[config.mk]
export PLATFORM = sky130hd
export DESIGN_NAME = sensor_conditioner_flat
export DESIGN_NICKNAME = d
export VERILOG_FILES = /design/src/rtl/sensor_conditioner_if.sv /design/src/rtl/sensor_conditioner.sv /design/src/flat_wrapper.sv
export SDC_FILE = /design/constraint.sdc
export NUM_CORES = 1
export LEC_CHECK = 0
export ABC_CLOCK_PERIOD_IN_PS = 2000
export CELL_PAD_IN_SITES_DETAIL_PLACEMENT = 2
export CELL_PAD_IN_SITES_GLOBAL_PLACEMENT = 2
export CORE_ASPECT_RATIO = 1.75
export CORE_MARGIN = 8
export CORE_UTILIZATION = 38
export DETAILED_ROUTE_END_ITERATION = 10
export GPL_ROUTABILITY_DRIVEN = 0
export PLACE_DENSITY = 0.78
export SETUP_SLACK_MARGIN = 0.15
export SLEW_MARGIN = 0
export SYNTH_ARGS = -nofsm -noshare
export SYNTH_HDL_FRONTEND = slang
export SYNTH_SLANG_ARGS = --single-unit
[constraint.sdc]
create_clock -name clk -period 2 [get_ports clk]
set_input_delay 0.2 -clock clk [delete_from_list [all_inputs] [get_ports clk]]
set_output_delay 0.2 -clock clk [all_outputs]
set_load 0.01 [all_outputs]
[src/rtl/sensor_conditioner_if.sv]
// sensor_conditioner_if
//   Bundles the sensor-side bus of the conditioner: the raw asynchronous
//   sensor vectors for both bots and the debounced outputs with their
//   change strobes.
//   Ports (signals):
//     raw_sensors1, raw_sensors2 : 8-bit raw vectors (driven by master)
//     Sensors_reg1, Sensors_reg2 : 8-bit debounced vectors (driven by slave)
//     change1, change2           : one-cycle update strobes (driven by slave)
//   Modports:
//     master : the environment that supplies raw data and consumes results
//     slave  : the conditioner itself
interface sensor_conditioner_if;
    logic [7:0] raw_sensors1;
    logic [7:0] raw_sensors2;
    logic [7:0] Sensors_reg1;
    logic [7:0] Sensors_reg2;
    logic       change1;
    logic       change2;

    modport master (
        output raw_sensors1,
        output raw_sensors2,
        input  Sensors_reg1,
        input  Sensors_reg2,
        input  change1,
        input  change2
    );

    modport slave (
        input  raw_sensors1,
        input  raw_sensors2,
        output Sensors_reg1,
        output Sensors_reg2,
        output change1,
        output change2
    );
endinterface

[src/rtl/sensor_conditioner.sv]
// sensor_conditioner
//   Front end of the scoreboard. For each of two bots it double-flop
//   synchronises the raw 8-bit sensor vector, debounces the whole vector
//   (any bit difference counts as instability) and drives a clean output
//   plus a one-cycle strobe whenever that output updates. map_rst returns
//   both channels to IDLE_VALUE so no stale hits survive a map change.
//   Parameters:
//     DEBOUNCE_CYCLES : stable cycles needed to accept a new value (2..255)
//     IDLE_VALUE      : value after reset / map_rst ("no hit" pattern)
//   Ports:
//     clk         : system clock, rising edge
//     board_rst_n : asynchronous active-low reset
//     map_rst     : synchronous active-high channel clear
//     bus         : slave side of sensor_conditioner_if (raw in, clean out)
module sensor_conditioner #(
    parameter int         DEBOUNCE_CYCLES = 8,
    parameter logic [7:0] IDLE_VALUE      = 8'h07
) (
    input  logic                  clk,
    input  logic                  board_rst_n,
    input  logic                  map_rst,
    sensor_conditioner_if.slave   bus
);
    localparam int DATA_W = 8;
    localparam int CNT_W  = $clog2(DEBOUNCE_CYCLES);
    localparam logic [CNT_W-1:0] CNT_MAX = CNT_W'(DEBOUNCE_CYCLES - 1);

    logic [1:0][DATA_W-1:0] raw;
    logic [1:0][DATA_W-1:0] sens;
    logic [1:0]             strobe;

    assign raw[0] = bus.raw_sensors1;
    assign raw[1] = bus.raw_sensors2;

    assign bus.Sensors_reg1 = sens[0];
    assign bus.Sensors_reg2 = sens[1];
    assign bus.change1      = strobe[0];
    assign bus.change2      = strobe[1];

    for (genvar c = 0; c < 2; c++) begin : g_ch
        logic [DATA_W-1:0] s1;
        logic [DATA_W-1:0] s2;
        logic [DATA_W-1:0] cand;
        logic [DATA_W-1:0] out;
        logic [CNT_W-1:0]  cnt;
        logic              chg;

        // The channel is PENDING whenever cand differs from out; cnt counts
        // consecutive edges on which s2 has matched cand. STABLE is simply
        // cand == out, so no separate state register is needed.
        always_ff @(posedge clk or negedge board_rst_n) begin
            if (!board_rst_n) begin
                s1   <= IDLE_VALUE;
                s2   <= IDLE_VALUE;
                cand <= IDLE_VALUE;
                out  <= IDLE_VALUE;
                cnt  <= '0;
                chg  <= 1'b0;
            end else if (map_rst) begin
                // Clears the synchroniser too, so a value still on raw needs
                // the full synchroniser + debounce latency to come back.
                s1   <= IDLE_VALUE;
                s2   <= IDLE_VALUE;
                cand <= IDLE_VALUE;
                out  <= IDLE_VALUE;
                cnt  <= '0;
                chg  <= 1'b0;
            end else begin
                s1  <= raw[c];
                s2  <= s1;
                chg <= 1'b0;
                if (s2 != cand) begin
                    // New candidate: restart the stability count.
                    cand <= s2;
                    cnt  <= '0;
                end else if (cand == out) begin
                    cnt <= '0;
                end else if (cnt != CNT_MAX) begin
                    cnt <= cnt + CNT_W'(1);
                end else begin
                    // Terminal count: accept the candidate and strobe.
                    out <= cand;
                    chg <= 1'b1;
                    cnt <= '0;
                end
            end
        end

        assign sens[c]   = out;
        assign strobe[c] = chg;
    end

endmodule

[src/flat_wrapper.sv]
// flat-port wrapper written by rule: the top's interface ports become plain ports
module sensor_conditioner_flat 
#(
    parameter int         DEBOUNCE_CYCLES = 8,
    parameter logic [7:0] IDLE_VALUE      = 8'h07
)
  (clk, board_rst_n, map_rst, bus_raw_sensors1, bus_raw_sensors2, bus_Sensors_reg1, bus_Sensors_reg2, bus_change1, bus_change2);
  sensor_conditioner_if bus_i ();
  input  logic clk;
  input  logic board_rst_n;
  input  logic map_rst;
  input wire logic [$bits(bus_i.raw_sensors1)-1:0] bus_raw_sensors1;
  input wire logic [$bits(bus_i.raw_sensors2)-1:0] bus_raw_sensors2;
  output wire logic [$bits(bus_i.Sensors_reg1)-1:0] bus_Sensors_reg1;
  output wire logic [$bits(bus_i.Sensors_reg2)-1:0] bus_Sensors_reg2;
  output wire logic [$bits(bus_i.change1)-1:0] bus_change1;
  output wire logic [$bits(bus_i.change2)-1:0] bus_change2;
  assign bus_i.raw_sensors1 = bus_raw_sensors1;
  assign bus_i.raw_sensors2 = bus_raw_sensors2;
  assign bus_Sensors_reg1 = bus_i.Sensors_reg1;
  assign bus_Sensors_reg2 = bus_i.Sensors_reg2;
  assign bus_change1 = bus_i.change1;
  assign bus_change2 = bus_i.change2;
  sensor_conditioner #(.DEBOUNCE_CYCLES(DEBOUNCE_CYCLES), .IDLE_VALUE(IDLE_VALUE)) u_core (.clk(clk), .board_rst_n(board_rst_n), .map_rst(map_rst), .bus(bus_i));
endmodule
==> flow_results.xml <==
<?xml version="1.0" encoding="UTF-8"?>
<metrics>
  <group name="finish">
    <metric name="antenna_cells" unit="">0</metric>
    <metric name="layout-drive-gt1-share" unit="%">26.7</metric>
    <metric name="final_cells" unit="">378</metric>
    <metric name="syn2layout_area_growth" unit="%">29.9</metric>
    <metric name="fin_nets" unit="">307</metric>
  </group>
  <group name="yosys">
    <metric name="yosys-top-cells-area" unit="">dfrtp_1 (40%), dfstp_2 (21%), nor2b_1 (6.2%)</metric>
    <metric name="synth-edff-count" unit="">0</metric>
    <metric name="synthMostInstantiatedCell" unit="">dfrtp_1</metric>
    <metric name="ys_async_sr_fraction" unit="%">100</metric>
    <metric name="netlist_area" unit="µm²">3020</metric>
    <metric name="synthesis.nets" unit="">258</metric>
    <metric name="synth_top_area_share" unit="%">39.7</metric>
    <metric name="post_synth.cell_area_avg" unit="µm²">12.9</metric>
    <metric name="synth_top_area_cell" unit="">dfrtp_1</metric>
    <metric name="yosys_cell_types" unit="">20</metric>
    <metric name="synth.cells.most_frequent" unit="">dfrtp_1 (48), nor2b_1 (30), dfstp_2 (24)</metric>
    <metric name="synth-seq-area-share" unit="%">60.6</metric>
    <metric name="synth.yosys.warnings" unit="">0</metric>
    <metric name="yosys_register_bits" unit="">72</metric>
    <metric name="netlist_instances" unit="">235</metric>
    <metric name="dominantRegCellSynth" unit="">dfrtp_1</metric>
  </group>
  <group name="power">
    <metric name="power.switching" unit="µW">703</metric>
    <metric name="vdd_ir_drop_max" unit="V">0.000444</metric>
    <metric name="power_frac_seq" unit="%">46.9</metric>
    <metric name="power_leakage" unit="µW">0.00165</metric>
    <metric name="relative_contribution_of_combinational_cells_to_total_power" unit="%">6.8</metric>
    <metric name="power.share.clock" unit="%">46.3</metric>
    <metric name="intPower" unit="µW">2570</metric>
    <metric name="switching_share" unit="%">21.5</metric>
    <metric name="pwr_density_cell" unit="nW/µm²">834</metric>
  </group>
  <group name="clock_network">
    <metric name="clockRootBuffer" unit="">clkbuf_16</metric>
    <metric name="insertion_delay" unit="ps">330</metric>
    <metric name="cts-root-to-sink-buffers" unit="">2</metric>
    <metric name="clock_tree_from_tritoncts" unit="">built</metric>
    <metric name="numClockSinks" unit="">72</metric>
    <metric name="cts_buffers" unit="">9</metric>
    <metric name="worst_setup_hold_path_clk_slew" unit="ps">60</metric>
    <metric name="htree_num_levels" unit="">3</metric>
  </group>
  <group name="sta">
    <metric name="timing.final.max_slew_violations" unit="">0</metric>
    <metric name="worst_slew_pin_slew" unit="ps">629</metric>
    <metric name="period_share" unit="%">93.2</metric>
    <metric name="slew_headroom" unit="%">57.7</metric>
    <metric name="timing.setup.tns" unit="ps">0</metric>
    <metric name="fin_skew" unit="ps">9.50</metric>
    <metric name="final-hold-violation-count" unit="">0</metric>
    <metric name="setup_violations_final" unit="">0</metric>
    <metric name="fmax" unit="MHz">536</metric>
    <metric name="hold-worst-slack" unit="ps">348</metric>
    <metric name="finalCriticalPeriod" unit="ps">1860</metric>
    <metric name="final.setup.worst_slack" unit="ps">136</metric>
    <metric name="rsz0062_at_grt" unit="">yes</metric>
  </group>
  <group name="floorplanning">
    <metric name="fp.dieArea" unit="µm²">11200</metric>
    <metric name="initial_utilization" unit="%">38.7</metric>
    <metric name="die_boundary_height" unit="µm">134</metric>
    <metric name="overall_die_width" unit="µm">83.4</metric>
    <metric name="area_of_the_placeable_core" unit="µm²">7800</metric>
    <metric name="boundaryPins" unit="">37</metric>
    <metric name="placement_rows" unit="">43</metric>
  </group>
  <group name="worst_setup_path">
    <metric name="timing.critical_path.buf_inv" unit="">1</metric>
    <metric name="worst_r2r_path_depth" unit="">5</metric>
    <metric name="crit_path_start_kind" unit="">flip-flop</metric>
    <metric name="criticalPathCategory" unit="">flip-flop to flip-flop</metric>
    <metric name="path_delay_family" unit="">simple AND/OR/NAND/NOR gates</metric>
    <metric name="crit_slowest_cell" unit="">nor4_2</metric>
    <metric name="count_of_cell_instances_traversed_by_the_critical_path" unit="">5</metric>
    <metric name="worst_r2r_startpoint" unit="">u_core.g_ch[0].cand[1]</metric>
    <metric name="worst_setup_path_end_kind" unit="">flip-flop</metric>
    <metric name="critical_path_peak_fanout" unit="">4</metric>
    <metric name="required_worst_endpoint" unit="ps">2250</metric>
    <metric name="timing.critical_path.slowest_cell_delay" unit="ps">590</metric>
    <metric name="timing.rr.end" unit="">u_core.bus.Sensors_reg1[2]</metric>
    <metric name="r2r_setup_slack" unit="ps">140</metric>
    <metric name="path_cells" unit="">xor2_1 -&gt; nor4_2 -&gt; a2111oi_4 -&gt; buf_4 -&gt; mux2i_1</metric>
    <metric name="arrival" unit="ps">2110</metric>
  </group>
  <group name="worst_hold_path">
    <metric name="worstHoldEndpoint" unit="">u_core.g_ch[0].s2[7]</metric>
    <metric name="min_from" unit="">map_rst</metric>
    <metric name="hold_class" unit="">input port to flip-flop</metric>
    <metric name="min_delay_path_depth" unit="">2</metric>
  </group>
  <group name="route">
    <metric name="detail_route.first_pass.iterations" unit="">4</metric>
    <metric name="residual_antenna_violating_net_count_after_detailed_routing" unit="">0</metric>
    <metric name="wl_per_cell" unit="µm">18.7</metric>
    <metric name="final_wirelength" unit="µm">7080</metric>
    <metric name="dr_total_vias" unit="">1848</metric>
    <metric name="drc" unit="">0</metric>
    <metric name="drt-initial-drc-count" unit="">65</metric>
    <metric name="vias_per_cell" unit="">4.89</metric>
  </group>
  <group name="place">
    <metric name="placedCellCount" unit="">357</metric>
    <metric name="port-buffer-count" unit="">36</metric>
    <metric name="pre_cts_slack" unit="ps">-257</metric>
  </group>
  <group name="global_route">
    <metric name="first_pass_grt_wire_length" unit="µm">11300</metric>
    <metric name="number_of_antenna_violations_at_the_first_check_in_global_routing" unit="">0</metric>
    <metric name="groute.usage.overall" unit="%">13.0</metric>
    <metric name="grt_pass1_vias" unit="">2226</metric>
    <metric name="grt_start_max_net_pins" unit="">55</metric>
    <metric name="globalRouteOverflowTotal" unit="">0</metric>
  </group>
  <group name="job">
    <metric name="max_cap_violations" unit="">0</metric>
  </group>
  <group name="run_status">
    <metric name="status" unit="">finished clean</metric>
  </group>
</metrics>
==> worst max path at each step <==
stage	end	startpoint
global route	u_core.bus.Sensors_reg1[0]	u_core.g_ch[0].cand[1]
floorplan	u_core.bus.Sensors_reg1[0]	u_core.g_ch[0].cand[1]
CTS	u_core.g_ch[0].cnt[0]	u_core.g_ch[0].cand[0]
global placement	u_core.bus.Sensors_reg2[2]	u_core.g_ch[1].cand[0]
detailed placement	u_core.bus.Sensors_reg2[0]	u_core.g_ch[1].cand[0]
finish	u_core.bus.Sensors_reg1[2]	u_core.g_ch[0].cand[1]
==> per-stage QoR <==
| stage | cell area [µm²] | utilization, % | power (µW) |
|---|---|---|---|
| 2_1_floorplan | 3020 | - | 1650 |
| 3_3_place_gp | 3500 | 44.8 | 1740 |
| 3_5_place_dp | 3500 | 44.8 | 1750 |
| 4_1_cts | 3860 | 49.5 | 3290 |
| 5_1_grt | 3930 | 50.3 | 3400 |
| 6_report | 3930 | 50.3 | 3270 |
==> placed cells by master, fill, tap and decap left out, types with 6 or more instances in the layout <==
master,Yosys,routed
or2_2,18,18
clkdlybuf4s50_1,0,34
buf_4,0,8
nor2b_1,30,30
or2b_1,7,7
nor2_1,12,12
dfstp_2,24,24
clkbuf_16,0,9
xor2_1,16,15
and2_1,6,6
nand2b_1,13,13
xnor2_1,16,15
dfrtp_1,48,48
mux2i_1,16,15
==> final cells by class <==
type                    instances  area, µm²
clock buffers                  13        240
flip-flops and latches         72       1830
clock inverters                 2       35.0
repair buffers                 47        460
fillers                       733       3870
well taps                      90        113
inverters                       2       7.51
multi-input cells             152       1240
==> cell families (layout without fill, tap and decap cells) <==
logic type / after synthesis / after routing / share of synthesized area, %
simple gates: 96 / 96 / 19.2
flops: 72 / 72 / 60.6
xor+xnor: 32 / 32 / 9.27
mux: 16 / 16 / 5.30
buf+inv: 11 / 64 / 1.53
fa+ha+maj: 4 / 4 / 1.66
compound gates: 4 / 4 / 2.40
==> worst reg2reg max path: stages, from the launching register on <==
cell and delay [ps]:
dfstp_2 560, xor2_1 90, nor4_2 590, a2111oi_4 170, buf_4 200, mux2i_1 180
==> routing by layer <==
layer	vias to the layer above	part of all wire, %	track usage (%)
met5	-	0	0
met4	0	2.3	7.53
met3	10	3.1	2.79
met2	34	60	24.4
met1	953	35	12.4
li1	851	-	-
==> sequential cells by signal (all words and copies together) (netlist names) <==
name	flops
u_core.g_ch.cand	16
u_core.g_ch.s1	16
u_core.g_ch.s2	16
u_core.bus.Sensors_reg1	8
u_core.bus.Sensors_reg2	8
u_core.g_ch.cnt	6
u_core.bus.change1	1
u_core.bus.change2	1
==> power groups by stage <==
stage	clock [µW]	combinational, µW	sequential [µW]
2_1_floorplan	0	103	1550
3_3_place_gp	0	189	1550
3_5_place_dp	0	196	1560
4_1_cts	1550	207	1540
5_1_grt	1610	247	1540
6_report	1510	224	1540
==> repair_timing <==
item,CTS,global route
hold endpoints to repair,4,0
hold buffers,1,0
gates resized for setup,9,6
setup endpoints to repair,24,21
pin swaps,5,5
setup buffers,3,2
No activity file was read; power rests on OpenSTA's default activity.
